[config.mk]
export PLATFORM = sky130hd
export DESIGN_NAME = mux_rr_arbiter_flat
export DESIGN_NICKNAME = d
export VERILOG_FILES = /design/src/rtl/mux_rr_arbiter_if.sv /design/src/rtl/mux_rr_arbiter.sv /design/src/flat_wrapper.sv
export SDC_FILE = /design/constraint.sdc
export NUM_CORES = 1
export LEC_CHECK = 0
export CAP_MARGIN = 30
export CORE_MARGIN = 4
export CORE_UTILIZATION = 35
export CTS_BUF_LIST = sky130_fd_sc_hd__clkbuf_16
export DETAILED_ROUTE_END_ITERATION = 10
export GPL_TIMING_DRIVEN = 0
export PLACE_DENSITY = 0.75
export SKIP_LAST_GASP = 1
export SYNTH_ARGS = -nofsm -noshare
export SYNTH_HDL_FRONTEND = slang
export SYNTH_SLANG_ARGS = --single-unit
export TNS_END_PERCENT = 5
[constraint.sdc]
create_clock -name clk -period 1.9 [get_ports clk]
set_input_delay 0.38 -clock clk [delete_from_list [all_inputs] [get_ports clk]]
set_output_delay 0.38 -clock clk [all_outputs]
set_load 0.005 [all_outputs]
[src/rtl/mux_rr_arbiter_if.sv]
// Bundle between four producers, the round-robin arbiter and one downstream consumer.
// The arbiter takes the slave modport; the producers/consumer side takes the master modport.
interface mux_rr_arbiter_if #(
    parameter int DW = 8
);
    logic [3:0]    req;
    logic [DW-1:0] in1;
    logic [DW-1:0] in2;
    logic [DW-1:0] in3;
    logic [DW-1:0] in4;
    logic          out_ready;
    logic [3:0]    gnt;
    logic [1:0]    sel;
    logic [DW-1:0] out1;
    logic          out1_valid;

    modport master (
        output req, in1, in2, in3, in4, out_ready,
        input  gnt, sel, out1, out1_valid
    );

    modport slave (
        input  req, in1, in2, in3, in4, out_ready,
        output gnt, sel, out1, out1_valid
    );
endinterface

[src/rtl/mux_rr_arbiter.sv]
// Round-robin 4:1 arbiter with burst limit and an internal 2:1-tree data mux.
// Define MUX_ARB_OUT_REG_EN to register out1/out1_valid (1-cycle data latency, full throughput).
module mux_rr_arbiter #(
    parameter int DW        = 8,
    parameter int MAX_BURST = 4
) (
    input  logic            clk,
    input  logic            rst_n,
    mux_rr_arbiter_if.slave bus
);

    if (MAX_BURST < 1 || MAX_BURST > 15) begin : g_bad_burst
        $error("mux_rr_arbiter: MAX_BURST must be within 1..15");
    end

    localparam logic [3:0] BURST_LEN = 4'(MAX_BURST);

    typedef enum logic {
        IDLE  = 1'b0,
        GRANT = 1'b1
    } state_e;

    state_e     state_q, state_d;
    logic [1:0] ptr_q, ptr_d;
    logic [1:0] sel_q, sel_d;
    logic [3:0] gnt_q, gnt_d;
    logic [3:0] cnt_q, cnt_d;

    logic [DW-1:0] mux_lo;
    logic [DW-1:0] mux_hi;
    logic [DW-1:0] mux_out;
    logic          req_sel;
    logic          granted;
    logic          accept;
    logic          last_beat;
    logic          release_c;
    logic [1:0]    scan_ptr;
    logic [2:0]    pick;

    // Lowest index wins when scanning downward, so offset 0 (the pointer itself) has top priority.
    function automatic logic [2:0] rr_pick(input logic [3:0] r, input logic [1:0] p);
        logic [2:0] res;
        logic [1:0] idx;
        res = 3'b000;
        for (int i = 3; i >= 0; i--) begin
            idx = p + 2'(i);
            if (r[idx]) res = {1'b1, idx};
        end
        return res;
    endfunction

    function automatic logic [3:0] onehot4(input logic [1:0] idx);
        return 4'b0001 << idx;
    endfunction

    always_comb begin
        mux_lo  = sel_q[0] ? bus.in2 : bus.in1;
        mux_hi  = sel_q[0] ? bus.in4 : bus.in3;
        mux_out = sel_q[1] ? mux_hi : mux_lo;
        req_sel = bus.req[sel_q];
        granted = |gnt_q;
    end

`ifdef MUX_ARB_OUT_REG_EN
    logic [DW-1:0] out1_q, out1_d;
    logic          out1_valid_q, out1_valid_d;
    logic          load;

    // Skid-free output stage: refill whenever empty or being drained this cycle.
    always_comb begin
        load         = !out1_valid_q || bus.out_ready;
        accept       = req_sel && granted && load;
        out1_d       = out1_q;
        out1_valid_d = out1_valid_q;
        if (load) begin
            out1_valid_d = accept;
            if (accept) out1_d = mux_out;
        end
    end

    always_ff @(posedge clk) begin
        if (!rst_n) begin
            out1_q       <= '0;
            out1_valid_q <= 1'b0;
        end else begin
            out1_q       <= out1_d;
            out1_valid_q <= out1_valid_d;
        end
    end

    assign bus.out1       = out1_q;
    assign bus.out1_valid = out1_valid_q;
`else
    logic out1_valid_c;

    always_comb begin
        out1_valid_c = req_sel && granted;
        accept       = out1_valid_c && bus.out_ready;
    end

    assign bus.out1       = mux_out;
    assign bus.out1_valid = out1_valid_c;
`endif

    always_comb begin
        state_d   = state_q;
        ptr_d     = ptr_q;
        sel_d     = sel_q;
        gnt_d     = gnt_q;
        cnt_d     = cnt_q;
        last_beat = accept && (cnt_q + 4'd1 == BURST_LEN);
        release_c = (state_q == GRANT) && (!req_sel || last_beat);
        // On release the just-served requester drops to lowest priority for the same-cycle re-arbitration.
        scan_ptr  = release_c ? sel_q + 2'd1 : ptr_q;
        pick      = rr_pick(bus.req, scan_ptr);

        case (state_q)
            IDLE: begin
                gnt_d = 4'b0000;
                if (pick[2]) begin
                    gnt_d   = onehot4(pick[1:0]);
                    sel_d   = pick[1:0];
                    cnt_d   = 4'd0;
                    state_d = GRANT;
                end
            end
            GRANT: begin
                if (release_c) begin
                    ptr_d = scan_ptr;
                    cnt_d = 4'd0;
                    if (pick[2]) begin
                        gnt_d = onehot4(pick[1:0]);
                        sel_d = pick[1:0];
                    end else begin
                        gnt_d   = 4'b0000;
                        state_d = IDLE;
                    end
                end else if (accept) begin
                    cnt_d = cnt_q + 4'd1;
                end
            end
        endcase
    end

    always_ff @(posedge clk) begin
        if (!rst_n) begin
            state_q <= IDLE;
            ptr_q   <= 2'd0;
            sel_q   <= 2'd0;
            gnt_q   <= 4'b0000;
            cnt_q   <= 4'd0;
        end else begin
            state_q <= state_d;
            ptr_q   <= ptr_d;
            sel_q   <= sel_d;
            gnt_q   <= gnt_d;
            cnt_q   <= cnt_d;
        end
    end

    assign bus.gnt = gnt_q;
    assign bus.sel = sel_q;

endmodule

[src/flat_wrapper.sv]
// flat-port wrapper written by rule: the top's interface ports become plain ports
module mux_rr_arbiter_flat 
#(
    parameter int DW        = 8,
    parameter int MAX_BURST = 4
)
  (clk, rst_n, bus_req, bus_in1, bus_in2, bus_in3, bus_in4, bus_out_ready, bus_gnt, bus_sel, bus_out1, bus_out1_valid);
  mux_rr_arbiter_if #(.DW(DW)) bus_i ();
  input  logic clk;
  input  logic rst_n;
  input wire logic [$bits(bus_i.req)-1:0] bus_req;
  input wire logic [$bits(bus_i.in1)-1:0] bus_in1;
  input wire logic [$bits(bus_i.in2)-1:0] bus_in2;
  input wire logic [$bits(bus_i.in3)-1:0] bus_in3;
  input wire logic [$bits(bus_i.in4)-1:0] bus_in4;
  input wire logic [$bits(bus_i.out_ready)-1:0] bus_out_ready;
  output wire logic [$bits(bus_i.gnt)-1:0] bus_gnt;
  output wire logic [$bits(bus_i.sel)-1:0] bus_sel;
  output wire logic [$bits(bus_i.out1)-1:0] bus_out1;
  output wire logic [$bits(bus_i.out1_valid)-1:0] bus_out1_valid;
  assign bus_i.req = bus_req;
  assign bus_i.in1 = bus_in1;
  assign bus_i.in2 = bus_in2;
  assign bus_i.in3 = bus_in3;
  assign bus_i.in4 = bus_in4;
  assign bus_i.out_ready = bus_out_ready;
  assign bus_gnt = bus_i.gnt;
  assign bus_sel = bus_i.sel;
  assign bus_out1 = bus_i.out1;
  assign bus_out1_valid = bus_i.out1_valid;
  mux_rr_arbiter #(.DW(DW), .MAX_BURST(MAX_BURST)) u_core (.clk(clk), .rst_n(rst_n), .bus(bus_i));
endmodule
Word-level counts from Yosys, hierarchy flattened
Cells that the tools add are included.
Storage, ports and cells
  bits in registers: 13
Cells by class
  multiplexer cells: 31
  reduce and logical (&&, ||, !) cells: 9
  equality and inequality tests: 4
  bitwise logic cells: 1
  shift operators: 1
  add/sub/neg operators: 5
  order comparisons: 5
Operators by type and width (number)
  $mux 8: 3
  $mux 4: 5
  $pmux 4 s2: 2
  $lt 2x3->1 const B: 5
  $mux 3: 4
  $bmux 1 s2: 5
  $mux 1: 7
  $mux 2: 3
  $add 2x1->2 const B: 2
  $add 2x2->2 const B: 2
  $add 4x1->4 const B: 1
  $eq 4x3->1 const B: 1
  $logic_and 1x1->1: 4
  $pmux 2 s2: 1
  $reduce_and 2->1: 2
  $reduce_or 4->1: 1
  $shl 1x2->4 const A: 1
  $ne 3x3->1 const B: 1
  $ne 2x1->1 const B: 1
  $ne 2x2->1 const B: 1
  $pmux 1 s2: 1
  $logic_not 1->1: 1
  $logic_or 1x1->1: 1
  $not 1->1: 1

Logic depth before layout (Yosys ltp)
  word-level depth: 19
  depth in mapped cells: 8

Worst setup path before layout
OpenSTA, ideal clock, no wires.
  kind: in2reg
  start point: input bus_req[3]
  end point: register u_core.gnt_q[0] (netlist: u_core.bus.gnt[0])
  data arrival time: 1889 ps
  required time: 1804 ps
  stages: 7
  setup time: 96 ps
  path slack: -84 ps
  path through: buf_6 mux4_2 o41ai_4 and3_1 o21ai_2 and2_4 o41ai_2
Between the ends
  cells in the longest elaborated chain, start to end: 19
  elaborated cells between the ends (all ways): 29
  classes of those cells: 3 x add/sub; 1 x eq/ne; 1 x shift; 18 x mux; 6 x reduce/logical
Ends and longest elaborated chain
  start: declaration: line flat_wrapper.sv:11  | input wire logic [$bits(bus_i.req)-1:0] bus_req;
  $bmux 1 s2: line mux_rr_arbiter.sv:60  | req_sel = bus.req[sel_q];
  $mux 1 (not written as such): line mux_rr_arbiter.sv:60
  $logic_and 1x1->1: line mux_rr_arbiter.sv:97  | out1_valid_c = req_sel && granted;
  $logic_and 1x1->1: line mux_rr_arbiter.sv:98  | accept = out1_valid_c && bus.out_ready;
  $logic_and 1x1->1: line mux_rr_arbiter.sv:111  | last_beat = accept && (cnt_q + 4'd1 == BURST_LEN);
  $logic_or 1x1->1: line mux_rr_arbiter.sv:112  | release_c = (state_q == GRANT) && (!req_sel || last_beat);
  $logic_and 1x1->1: line mux_rr_arbiter.sv:112
  $mux 2: line mux_rr_arbiter.sv:114  | scan_ptr = release_c ? sel_q + 2'd1 : ptr_q;
  $add 2x2->2: line mux_rr_arbiter.sv:46  | idx = p + 2'(i);
  $bmux 1 s2: line mux_rr_arbiter.sv:47  | if (r[idx]) res = {1'b1, idx};
  $mux 1 (not written as such): line mux_rr_arbiter.sv:47
  $mux 3 (4 in series): line mux_rr_arbiter.sv:47
  $shl 1x2->4: line mux_rr_arbiter.sv:53  | return 4'b0001 << idx;
  $mux 4: line mux_rr_arbiter.sv:120, mux_rr_arbiter.sv:131
  $mux 4: line mux_rr_arbiter.sv:128  | if (release_c) begin
  $pmux 4 s2: line mux_rr_arbiter.sv:117  | case (state_q)
  end signal: assignment: line mux_rr_arbiter.sv:156  | gnt_q <= gnt_d;
  end: declaration: line mux_rr_arbiter.sv:26  | logic [3:0] gnt_q, gnt_d;
Several ways; a longest one is shown, not always the timed one. The select of a mux whose other input is x is not followed.
A chain may end at the register's enable or synchronous reset.

Worst setup path in the final report
  start point: register u_core.sel_q[0] (netlist: u_core.bus.sel[0])
  end point: register u_core.gnt_q[1] (netlist: u_core.bus.gnt[1])
Between the ends
  cells in the longest elaborated chain, start to end: 19
  elaborated cells between the ends (all ways): 30
  classes of those cells: 4 x add/sub; 1 x eq/ne; 1 x shift; 18 x mux; 6 x reduce/logical
Ends and longest elaborated chain
  start: declaration: line mux_rr_arbiter.sv:25  | logic [1:0] sel_q, sel_d;
  start signal: assignment: line mux_rr_arbiter.sv:155  | sel_q <= sel_d;
  $bmux 1 s2: line mux_rr_arbiter.sv:60
  $mux 1 (not written as such): line mux_rr_arbiter.sv:60
  $logic_and 1x1->1: line mux_rr_arbiter.sv:97
  $logic_and 1x1->1: line mux_rr_arbiter.sv:98
  $logic_and 1x1->1: line mux_rr_arbiter.sv:111
  $logic_or 1x1->1: line mux_rr_arbiter.sv:112
  $logic_and 1x1->1: line mux_rr_arbiter.sv:112
  $mux 2: line mux_rr_arbiter.sv:114
  $add 2x2->2: line mux_rr_arbiter.sv:46
  $bmux 1 s2: line mux_rr_arbiter.sv:47
  $mux 1 (not written as such): line mux_rr_arbiter.sv:47
  $mux 3 (4 in series): line mux_rr_arbiter.sv:47
  $shl 1x2->4: line mux_rr_arbiter.sv:53
  $mux 4: line mux_rr_arbiter.sv:120, mux_rr_arbiter.sv:131
  $mux 4: line mux_rr_arbiter.sv:128
  $pmux 4 s2: line mux_rr_arbiter.sv:117
Several ways; a longest one is shown, not always the timed one. The select of a mux whose other input is x is not followed.

==> results by group <==
Die
  – Die ar.: 0.00390 mm^2
  – Core Region: 0.00281 mm^2
  – Die X-Extent: 62.4 um
  – Effective utilization at floorplan: 37.0%
  – Row Count: 19
  – Y dimension of the die: 62.4 um
  – Number of I/O pins: 54

Placement
  – Pre-CTS WS: -641 ps
  – Post-DP HPWL: 2550 um
  – Placed cells: 192
  – Routability-driven placement congestion ratio: 0.851
  – Count of input and output buffers: 51

Critical path
  – Category of the most critical setup path: reg2reg
  – List of cells traversed by the critical path: mux4_2, buf_6, o41ai_4, buf_6, a311o_2, a2bb2oi_4, nand3_2, o31ai_2
  – Capture point of the worst reg-to-reg path: u_core.bus.gnt[1]
  – Slack of the worst reg-to-reg path: -180 ps
  – Master of the slowest instance on the critical path: mux4_2
  – Critical path peak fanout: 5
  – Category of the worst setup path launch point: flip-flop
  – Last element of the critical path: u_core.bus.gnt[1]
  – CP Buf/Inv Count: 2
  – Delay of the slowest cell on the worst path: 520 ps
  – Element type at the critical path end: flip-flop
  – Beginning of the critical path: u_core.bus.sel[0]
  – Number of cell instances on the worst register-to-register path: 8
  – Data arrival time of the worst path: 2240 ps
  – Start of the worst register-to-register path: u_core.bus.sel[0]
  – Kind of cell with the highest combined delay on the critical path: compound AO/OA/AOI/OAI gates
  – Crit path depth: 8
  – Top cell by count, worst path: buf_6
  – CP Data Required Time: 2060 ps

Synthesis
  – Number of distinct standard cells referenced by the synthesized netlist: 45
  – #FFs+latches synth: 13
  – Number of warnings printed during yosys synthesis: 0
  – Sequential-to-total area share from yosys stat: 25.1%
  – Per-instance average area after synthesis: 9.43 um^2
  – Number of instances in the synthesized netlist: 110
  – Post-synth design cell area: 0.00104 mm^2
  – Mapped Nets: 150

Timing
  – WHS: 516 ps
  – Number of pins exceeding their max-slew limit in the final report: 0
  – Number of hold violations in the final report: 0
  – Maximum clock frequency: 0.480 GHz
  – Slew of the pin with the lowest slew margin: 892 ps
  – Final worst-path cycle share: 110%
  – Worst relative slew slack: 40.0%
  – Period minus WS final: 2080 ps
  – Final count of negative-setup-slack endpoints: 17
  – Unrepaired setup endpoints after global routing: true
  – Worst-case setup margin in the final layout: -182 ps
  – Setup Skew: 2.47 ps

Detailed routing
  – Vias/cell: 5.83
  – Detailed-route DRC error count: 0
  – Count of TritonRoute iterations in the first routing pass: 6
  – Antenna Violating Nets Remaining: 0
  – Number of DRC markers in iteration 0: 54
  – Total routed wirelength: 3680 um
  – Average routed wire per standard cell: 18.3 um
  – Routed vias: 1172

Status
  – Violated checks: negative setup slack
  – Status: finished with violations

Global route
  – Maximum number of pins on one net before global-route repair: 11
  – Global-route wire length before repair: 5640 um
  – GRT Residual Overflow: 0
  – Via count of the first global-routing pass: 1170
  – Number of antenna violations at the first check in global routing: 0
  – Aggregate global-route resource usage: 18.2%

Finish
  – Antenna Cells: 0
  – Number of cells in the finished layout apart from fillers: 201
  – Final design utilization: 64.9%
  – Number of fill cells in the layout: 238
  – Net count reported at finish: 211
  – Signed area change from the synthesized netlist to the final layout: 75.6%
  – Ratio of cells with drive above 1 in the final layout: 26.5%

CTS
  – Buffer cell driving the clock tree root: clkbuf_16
  – Total clock buffers created by CTS: 3
  – H-tree depth: 1
  – Clock transition at the registers of the reported paths: 50 ps
  – Sink count of the clock tree: 13
  – Clock tree from TritonCTS: built
  – Clock network latency to the later pin of the worst-skew pair: 250 ps
  – Clock buffer depth: 2

Job
  – Maximum capacitance violations: 0

Power
  – Overall power of the completed layout: 0.00130 W
  – Cell Pwr Density: 715 mW/mm^2
  – Leakage power total: 0.684 nW
  – VDD IR max: 0.532 mV

Min path
  – Hold-critical path depth: 2
  – Worst min-delay path category: reg2reg
cells by family (layout without fill, tap and decap cells):
family	count (synthesis)	after routing	share of synthesized area, %
flops	13	13	25.1
fa+ha+maj	2	2	2.17
xor+xnor	1	1	0.845
buf+inv	13	72	6.27
compound gates	29	30	24.2
mux	11	11	21.5
simple gates	41	41	19.9
synthesized netlist by cell type (all sizes together):
cell	instances	area, um^2
a21oi	8	43.8
o21ai	5	28.8
a2bb2oi	2	23.8
o31ai	2	15.0
a211o	1	8.76
o2111ai	1	8.76
a22oi	1	7.51
o221ai	1	8.76
and2	3	22.5
nand2b	2	12.5
mux2i	2	20.0
buf	5	35.0
a21o	1	7.51
xnor2	1	8.76
ha	1	12.5
dfxtp	13	260
nand4b	1	8.76
maj3	1	10.0
nor3	2	10.0
mux4	9	203
nand4	1	6.26
a31oi	1	6.26
inv	6	22.5
nor2	9	33.8
and3	1	6.26
o41a	1	12.5
clkbuf	1	3.75
nand2	7	26.3
o32ai	1	8.76
nor4	1	6.26
or3	2	12.5
nand3	11	55.1
or2	1	6.26
clkinv	1	3.75
o41ai	3	60.1
a311o	1	11.3
power by group:
group | switching [W] | leakage [nW] | internal, W | total, W
Combinational | 0.000240 | 0.534 | 0.000325 | 0.000565
Clock | 0.000127 | 0.0423 | 0.000279 | 0.000406
Sequential | 0.0000328 | 0.108 | 0.000299 | 0.000332
Total | 0.000400 | 0.684 | 0.000903 | 0.00130
per-layer routing:
| layer | wire length, um | GRT usage (%) | up-vias |
|---|---|---|---|
| met1 | 1390 | 20.2 | 578 |
| li1 | - | - | 553 |
| met5 | 0 | 0 | - |
| met4 | 61 | 7.71 | 0 |
| met3 | 153 | 3.78 | 7 |
| met2 | 2080 | 33.4 | 34 |
cell usage in the layout, fill, tap and decap left out, types with 2 or more instances in the layout:
cell type	Yosys	routed
dfxtp_1	13	10
buf_6	2	4
buf_2	1	2
a21oi_1	7	7
clkdlybuf4s50_1	0	39
dlygate4sd2_1	0	10
or3_1	2	2
inv_1	6	7
nand2b_1	2	2
o31ai_2	0	2
mux4_2	9	9
nor2_1	9	8
o21ai_0	2	2
nor3_1	2	2
nand3_1	11	10
clkbuf_16	0	3
buf_4	0	3
o21ai_2	1	3
and2_4	1	2
nand2_1	7	7
o41ai_4	1	4
mux2i_1	2	2
dfxtp_2	0	2
registers in the layout (all words and copies together) (netlist names):
signal          flops
u_core.cnt_q        4
u_core.state_q      1
u_core.bus.gnt      4
u_core.ptr_q        2
u_core.bus.sel      2
worst min-delay path by stage:
stage / startpoint / slack (ps) / end
4_1_cts: bus_req[3] / 490 / u_core.state_q
5_1_grt: bus_req[3] / 550 / u_core.state_q
3_5_place_dp: u_core.cnt_q[3] / 500 / u_core.cnt_q[3]
2_1_floorplan: u_core.cnt_q[3] / 470 / u_core.cnt_q[3]
6_report: u_core.ptr_q[0] / 520 / u_core.ptr_q[0]
3_3_place_gp: u_core.cnt_q[3] / 490 / u_core.cnt_q[3]
stage by stage:
step	area [um^2]	setup TNS, ps
6_report	1820	-2140
5_1_grt	1820	-3080
4_1_cts	1780	-2250
3_5_place_dp	1590	-10870
3_3_place_gp	1590	-10290
2_1_floorplan	1040	-29.5
final cells by class:
type	count	area [um^2]	area share, %
multi-input combinational	85	825	45.3
timing repair buffer	56	533	29.3
sequential	13	267	14.6
clock buffer	3	75.1	4.12
buffer	5	53.8	2.95
tap	31	38.8	2.13
inverter	7	26.3	1.44
clock inverter	1	3.75	0.206
worst reg2reg max path, stage by stage, from the launching register on:
cell and delay (ps):
dfxtp_4 350, mux4_2 520, buf_6 150, o41ai_4 40, buf_6 180, a311o_2 200
a2bb2oi_4 260, nand3_2 120, o31ai_2 180
timing repair:
action | 4_1_cts | 5_1_grt
resized for setup | 34 | 10
hold endpoints to repair | 0 | 0
buffers inserted | 4 | 1
pin swaps | 6 | 5
setup endpoints to repair | 19 | 19
hold buffers | 0 | 0
cloned | 1 | 0
Note: power is estimated with default switching activity, not from simulation.
